## src/rtl/fetch_pkg.sv

```systemverilog
// Shared types and constants for the fetch PC stage.
// The optional stall counter is enabled with the FETCH_STALL_CNT_EN macro.
package fetch_pkg;

    localparam int unsigned INSTR_W = 32;
    localparam logic [INSTR_W-1:0] NOP = 32'h0;

    typedef enum logic [1:0] {
        ST_BOOT  = 2'd0,
        ST_FETCH = 2'd1,
        ST_HOLD  = 2'd2,
        ST_DROP  = 2'd3
    } fetch_state_e;

endpackage

```

## src/rtl/if_id_reg.sv

```systemverilog
// IF/ID pipeline register: clear has priority over load; otherwise it holds.
module if_id_reg
    import fetch_pkg::*;
#(
    parameter int unsigned ADDR_W = 32
) (
    input  logic               clk_i,
    input  logic               rst_i,
    input  logic               i_load,
    input  logic               i_clr,
    input  logic [ADDR_W-1:0]  i_pc4,
    input  logic [INSTR_W-1:0] i_instr,
    output logic               o_valid,
    output logic [ADDR_W-1:0]  o_pc4,
    output logic [INSTR_W-1:0] o_instr
);

    always_ff @(posedge clk_i or negedge rst_i) begin
        if (!rst_i) begin
            o_valid <= 1'b0;
            o_pc4   <= '0;
            o_instr <= NOP;
        end else if (i_clr) begin
            o_valid <= 1'b0;
            o_pc4   <= '0;
            o_instr <= NOP;
        end else if (i_load) begin
            o_valid <= 1'b1;
            o_pc4   <= i_pc4;
            o_instr <= i_instr;
        end
    end

endmodule

```

## src/rtl/fetch_pc_stage.sv

```systemverilog
// Fetch stage: PC register, instruction-memory request FSM, one-entry stall buffer, IF/ID.
// Define FETCH_STALL_CNT_EN to add the stall_cnt_o cycle counter.
module fetch_pc_stage
    import fetch_pkg::*;
#(
    parameter int unsigned       ADDR_W   = 32,
    parameter logic [ADDR_W-1:0] RESET_PC = '0
) (
    input  logic               clk_i,
    input  logic               rst_i,
    input  logic [ADDR_W-1:0]  next_pc_i,
    input  logic               redirect_i,
    input  logic               stall_i,
    output logic               imem_req_o,
    output logic [ADDR_W-1:0]  imem_addr_o,
    input  logic               imem_ack_i,
    input  logic [INSTR_W-1:0] imem_data_i,
    output logic [ADDR_W-1:0]  pc_o,
    output logic [ADDR_W-1:0]  pc4_o,
    output logic               ifid_valid_o,
    output logic [ADDR_W-1:0]  ifid_pc4_o,
    output logic [INSTR_W-1:0] ifid_instr_o
`ifdef FETCH_STALL_CNT_EN
    ,
    output logic [31:0]        stall_cnt_o
`endif
);

    localparam logic [ADDR_W-1:0] PC_MASK          = ~ADDR_W'(3);
    localparam logic [ADDR_W-1:0] RESET_PC_ALIGNED = RESET_PC & PC_MASK;

    fetch_state_e        r_state;
    fetch_state_e        w_state_nxt;
    logic [ADDR_W-1:0]   r_pc;
    logic [ADDR_W-1:0]   r_drop_addr;
    logic                r_buf_valid;
    logic [ADDR_W-1:0]   r_buf_pc4;
    logic [INSTR_W-1:0]  r_buf_instr;

    logic [ADDR_W-1:0]   w_pc4;
    logic [ADDR_W-1:0]   w_next_pc;
    logic                w_pc_load;
    logic                w_drop_load;
    logic                w_buf_load;
    logic                w_buf_clr;
    logic                w_ifid_load;
    logic                w_ifid_clr;
    logic                w_ifid_from_buf;
    logic [ADDR_W-1:0]   w_ifid_pc4_in;
    logic [INSTR_W-1:0]  w_ifid_instr_in;

    assign w_pc4     = r_pc + ADDR_W'(4);
    assign w_next_pc = next_pc_i & PC_MASK;
    assign pc_o      = r_pc;
    assign pc4_o     = w_pc4;

    always_ff @(posedge clk_i or negedge rst_i) begin
        if (!rst_i) begin
            r_state <= ST_BOOT;
        end else begin
            r_state <= w_state_nxt;
        end
    end

    // A request, once issued, always runs to its ack; DROP swallows a redirected one.
    always_comb begin
        w_state_nxt = r_state;
        case (r_state)
            ST_BOOT:  w_state_nxt = ST_FETCH;
            ST_FETCH: begin
                if (redirect_i && !imem_ack_i) begin
                    w_state_nxt = ST_DROP;
                end else if (imem_ack_i && !redirect_i && stall_i) begin
                    w_state_nxt = ST_HOLD;
                end
            end
            ST_HOLD:  begin
                if (redirect_i || !stall_i) begin
                    w_state_nxt = ST_FETCH;
                end
            end
            ST_DROP:  begin
                if (imem_ack_i) begin
                    w_state_nxt = ST_FETCH;
                end
            end
        endcase
    end

    // An unstalled cycle that delivers nothing to decode leaves a bubble in IF/ID.
    always_comb begin
        imem_req_o      = 1'b0;
        imem_addr_o     = r_pc;
        w_pc_load       = 1'b0;
        w_drop_load     = 1'b0;
        w_buf_load      = 1'b0;
        w_buf_clr       = 1'b0;
        w_ifid_load     = 1'b0;
        w_ifid_clr      = 1'b0;
        w_ifid_from_buf = 1'b0;
        case (r_state)
            ST_BOOT: ;
            ST_FETCH: begin
                imem_req_o = 1'b1;
                if (redirect_i) begin
                    w_pc_load   = 1'b1;
                    w_ifid_clr  = 1'b1;
                    w_buf_clr   = 1'b1;
                    w_drop_load = !imem_ack_i;
                end else if (imem_ack_i && !stall_i) begin
                    w_ifid_load = 1'b1;
                    w_pc_load   = 1'b1;
                end else if (imem_ack_i) begin
                    w_buf_load = 1'b1;
                end else if (!stall_i) begin
                    w_ifid_clr = 1'b1;
                end
            end
            ST_HOLD: begin
                if (redirect_i) begin
                    w_pc_load  = 1'b1;
                    w_ifid_clr = 1'b1;
                    w_buf_clr  = 1'b1;
                end else if (!stall_i) begin
                    w_ifid_load     = r_buf_valid;
                    w_ifid_from_buf = 1'b1;
                    w_pc_load       = 1'b1;
                    w_buf_clr       = 1'b1;
                end
            end
            ST_DROP: begin
                imem_req_o  = 1'b1;
                imem_addr_o = r_drop_addr;
                w_pc_load   = redirect_i;
                w_ifid_clr  = redirect_i || !stall_i;
            end
        endcase
    end

    always_ff @(posedge clk_i or negedge rst_i) begin
        if (!rst_i) begin
            r_pc        <= RESET_PC_ALIGNED;
            r_drop_addr <= '0;
            r_buf_valid <= 1'b0;
            r_buf_pc4   <= '0;
            r_buf_instr <= NOP;
        end else begin
            if (w_pc_load) begin
                r_pc <= w_next_pc;
            end
            if (w_drop_load) begin
                r_drop_addr <= r_pc;
            end
            if (w_buf_load) begin
                r_buf_valid <= 1'b1;
                r_buf_pc4   <= w_pc4;
                r_buf_instr <= imem_data_i;
            end else if (w_buf_clr) begin
                r_buf_valid <= 1'b0;
            end
        end
    end

    assign w_ifid_pc4_in   = w_ifid_from_buf ? r_buf_pc4   : w_pc4;
    assign w_ifid_instr_in = w_ifid_from_buf ? r_buf_instr : imem_data_i;

    if_id_reg #(
        .ADDR_W (ADDR_W)
    ) u_if_id_reg (
        .clk_i   (clk_i),
        .rst_i   (rst_i),
        .i_load  (w_ifid_load),
        .i_clr   (w_ifid_clr),
        .i_pc4   (w_ifid_pc4_in),
        .i_instr (w_ifid_instr_in),
        .o_valid (ifid_valid_o),
        .o_pc4   (ifid_pc4_o),
        .o_instr (ifid_instr_o)
    );

`ifdef FETCH_STALL_CNT_EN
    logic [31:0] r_stall_cnt;

    // Cycles spent waiting on memory or on decode, saturating.
    always_ff @(posedge clk_i or negedge rst_i) begin
        if (!rst_i) begin
            r_stall_cnt <= '0;
        end else if (((r_state == ST_HOLD) || ((r_state == ST_FETCH) && !imem_ack_i))
                     && (r_stall_cnt != '1)) begin
            r_stall_cnt <= r_stall_cnt + 32'd1;
        end
    end

    assign stall_cnt_o = r_stall_cnt;
`endif

endmodule

```

## config.mk

```make
export PLATFORM = sky130hd
export DESIGN_NAME = fetch_pc_stage
export DESIGN_NICKNAME = d
export VERILOG_FILES = /design/src/rtl/fetch_pkg.sv /design/src/rtl/if_id_reg.sv /design/src/rtl/fetch_pc_stage.sv
export SDC_FILE = /design/constraint.sdc
export NUM_CORES = 1
export LEC_CHECK = 0
export BUFFER_PORTS_ARGS = -buffer_cell sky130_fd_sc_hd__clkbuf_2
export CAP_MARGIN = 30
export CORE_MARGIN = 2
export CORE_UTILIZATION = 53
export CTS_CLUSTER_SIZE = 20
export DETAILED_ROUTE_END_ITERATION = 10
export PLACE_DENSITY_LB_ADDON = 0.1
export SETUP_SLACK_MARGIN = 0.15
export SYNTH_ARGS = -nofsm -noshare
export SYNTH_HDL_FRONTEND = slang
export SYNTH_SLANG_ARGS = --single-unit
```

## constraint.sdc

```tcl
create_clock -name clk_i -period 2.55 [get_ports clk_i]
set_input_delay 0.51 -clock clk_i [delete_from_list [all_inputs] [get_ports clk_i]]
set_output_delay 0.51 -clock clk_i [all_outputs]
set_load 0.02 [all_outputs]
```

==> summary.md <==
| Metric | Value |
|---|---|
| Outcome | `complete, but fails checks` |
| Failing checks | `setup timing` |
| Gp weighted congestion | `0.866` |
| Synthesis Warnings | `0` |
| # IOs | `~230` |
| Worst Max-Slew Pin Slew | `545 ps` |
| Slew HR | `0.637` |
| Crit path time final | `2950 ps` |
| Die Area | `17500 sq um` |
| CTS Sinks | `188` |
| Drt drc | `0` |
| Number of synthesized flops with an enable pin | `0` |
| DRT Wirelength | `25800 microns` |
| Yosys reg bits | `188` |
| Mean routed wirelength per cell | `19.7 microns` |
| Die span in y | `132 microns` |
| Root buf cell | `clkbuf_16` |
| Overall Global Routing Usage | `0.268` |
| Setup Viol. Count Final | `22` |
| Share of layout cells above drive strength 1 | `0.537` |
| Nets | `roughly 1200` |
| CP Max Fanout | `2` |
| Power density cells | `1360 nW/um^2` |
| Routed Antenna Nets | `0` |
| Synth Cell Area | `8710 sq um` |
| Via/cell ratio | `5.58` |
| Endpoints failing hold | `0` |
| Clock transition at path regs | `70 ps` |
| Area grow syn2layout | `42.2%` |
| Number of CTS-inserted buffers | `17` |
| CTS tree | `built` |
| Largest area contributor in the netlist | `dfrtp_1` |
| Fin area | `12400 sq um` |
| Mapped Avg Cell Area | `around 11 sq um` |
| CTS max path bufs | `2` |
| Max-Cap Viols | `0` |
| First DRT Iteration DRCs | `437` |
| DP Worst Slack | `64.8 ps` |
| DRT Pass-1 Iters | `5` |
| Unique masters post-synth | `44` |
| Global-route wire length before repair | `about 37000 microns` |
| Post-synth top area share | `0.540` |
| Worst Hold Class | `in2async` |
| Initial antenna violation count | `0` |
| WP data required | `2040 ps` |
| # H-tree levels | `4` |
| Arrival time worst endpoint | `2440 ps` |
| Worst hold slack | `~72 ps` |
| Critical path origin | `pc_o[2]$_DFFE_PN0P_` |
| Final Max Tran Viols | `0` |
| Rows | `46` |
| Hold_buf cts | `0` |
| Top post-synthesis cells by area | `dfrtp_1 (54%), mux2_2 (16%), o21ai_0 (5.1%), mux2i_1 (3.9%), nand2_1 (3.9%)` |
| Port Buffers | `220` |
| Total gr overflow | `0` |
| RSZ-0062 raised after global routing | `yes` |
| Final worst slack | `-398 ps` |
| Tot Pwr | `16.8 mW` |
| Cells after Synth | `roughly 770` |
| Post-synthesis async set-or-reset flop share | `1.00` |
| Chip Width | `about 130 microns` |
| FMAX | `about 340 MHz` |
| Post-DP HPWL | `15000 microns` |
| Vias in the first global route | `7028` |
| Critical path launch point type | `flip-flop` |
| Fillcell total | `between 1000 and 1500` |
| ANT cells | `0` |
| Initial core utilization | `0.546` |
| R2r startpoint | `pc_o[2]$_DFFE_PN0P_` |
| Worst setup EP type | `output pin` |
| Clk_skew | `approximately 9.5 ps` |
| Leakage | `5.91 nW` |
| Largest net degree at the start of global routing | `64` |
| Setup TNS | `-4880 ps` |
| Maximum vdd drop | `between 0.9 and 1 mV` |
| Placed Area | `~10000 sq um` |
| Core area | `about 16000 sq um` |
| Register area share after synthesis | `0.540` |
| Setup CP Type | `reg2out` |
| Period utilisation layout | `1.16` |
| Ys flop type | `dfrtp_1` |
| Skew-Pair Late Insertion Delay | `430 ps` |
| Via count | `7313` |
layer usage:
layer	track usage	wire length, microns
met3	0.0565	1650
met2	0.441	12500
met5	0	0
met1	0.351	10800
met4	0.103	781
cells in the mapped netlist, drive strengths merged (2+ instances only):
cell type  count
or2            2
a21oi         12
dfrtp        188
nand3         12
a32oi         13
xnor2         14
and4           2
nor3           7
o21ai         91
ha             5
nor2          26
mux2         122
nand4         11
mux2i         34
buf           28
xor2          13
inv           30
a211oi         2
nor4           6
or4            2
nor2b          5
clkbuf        31
a22o           8
and3           7
nand2         90
repair_timing:
| item | in CTS | in global routing |
|---|---|---|
| endpoints found under the setup margin | 44 | 69 |
| pin swaps | 31 | 22 |
| resized for setup | 112 | 70 |
| cloned | 1 | 0 |
| buffers inserted | 46 | 22 |
cells by family (layout without fill, tap and decap cells):
kind of cell,after synthesis,count (layout),synth area share
buffers and inverters,89,405,0.0433
adders and majority gates,5,5,0.00719
other,1,8,0.000431
DFF,188,188,0.540
muxes,156,156,0.197
AOI/OAI and AO/OA,132,132,0.0872
and+or+nand+nor,174,174,0.0974
xor gates and xnor gates,27,27,0.0272
cells in the final DEF, fill, tap and decap left out, types with 9 or more instances in the layout:
cell type and instances:
dfrtp_1 172, nor2_1 19, buf_4 100, mux2i_1 34, nand4_1 9, clkbuf_16 17, clkbuf_2 193, buf_6 21
buf_12 10, inv_1 21, clkbuf_8 11, mux2_2 122, a32oi_1 13, inv_2 9, dfrtp_2 16, a21oi_1 12
o21ai_0 88, nand2_1 84
stage by stage:
step                      std cells   util
after detailed placement       1211  0.653
final                          1311  0.776
after CTS                      1289  0.751
after floorplan                 779      -
after global placement         1211  0.653
after global routing           1311  0.776
flip-flops by register name (all words and copies together) (netlist names):
signal               cells
r_state                  2
r_drop_addr             30
pc_o                    30
r_buf_pc4               30
r_buf_instr             32
r_buf_valid              1
u_if_id_reg.o_instr     32
u_if_id_reg.o_valid      1
u_if_id_reg.o_pc4       30
report_power, final:
group / switching [mW] / internal, mW / total (mW) / leakage, nW
sequential: 1.02 / 4.22 / 5.24 / 2.35
clock: 1.18 / 1.77 / 2.95 / 0.318
combinational: 4.72 / 3.92 / 8.64 / 3.24
area by class of cell:
class,count,area (sq um),share of cell area
Sequential cell,188,4720,0.382
Clock inverter,13,211,0.0171
Timing Repair Buffer,344,2430,0.197
Inverter,30,113,0.00910
Tap cell,216,270,0.0218
Multi-Input combinational cell,502,4190,0.338
Clock buffer,18,439,0.0355
final timing paths:
| path | slack [ps] | cells after the start | to |
|---|---|---|---|
| hold reg to reg | 480 | 2 | u_if_id_reg.o_instr[28]$_DFFE_PN0P_ |
| setup / recovery | -400 | 7 | pc4_o[30] |
| setup reg to reg | 240 | 9 | u_if_id_reg.o_pc4[28]$_DFFE_PN0P_ |
| min in group clk_i | 300 | 2 | pc_o[26]$_DFFE_PN0P_ |
| max in group asynchronous | 1810 | 2 | pc_o[20]$_DFFE_PN0P_ |
| hold / removal | 70 | 1 | r_buf_instr[1]$_DFFE_PN0P_ |
worst max-delay path, cell delays in order, from the launching register on:
cell and delay [ps]:
dfrtp_2 390, ha_4 150, nand4_1 180, or4_4 570
nor4_4 350, xnor2_2 180, inv_2 60, buf_6 130
No activity file was read; power rests on OpenSTA's default activity.
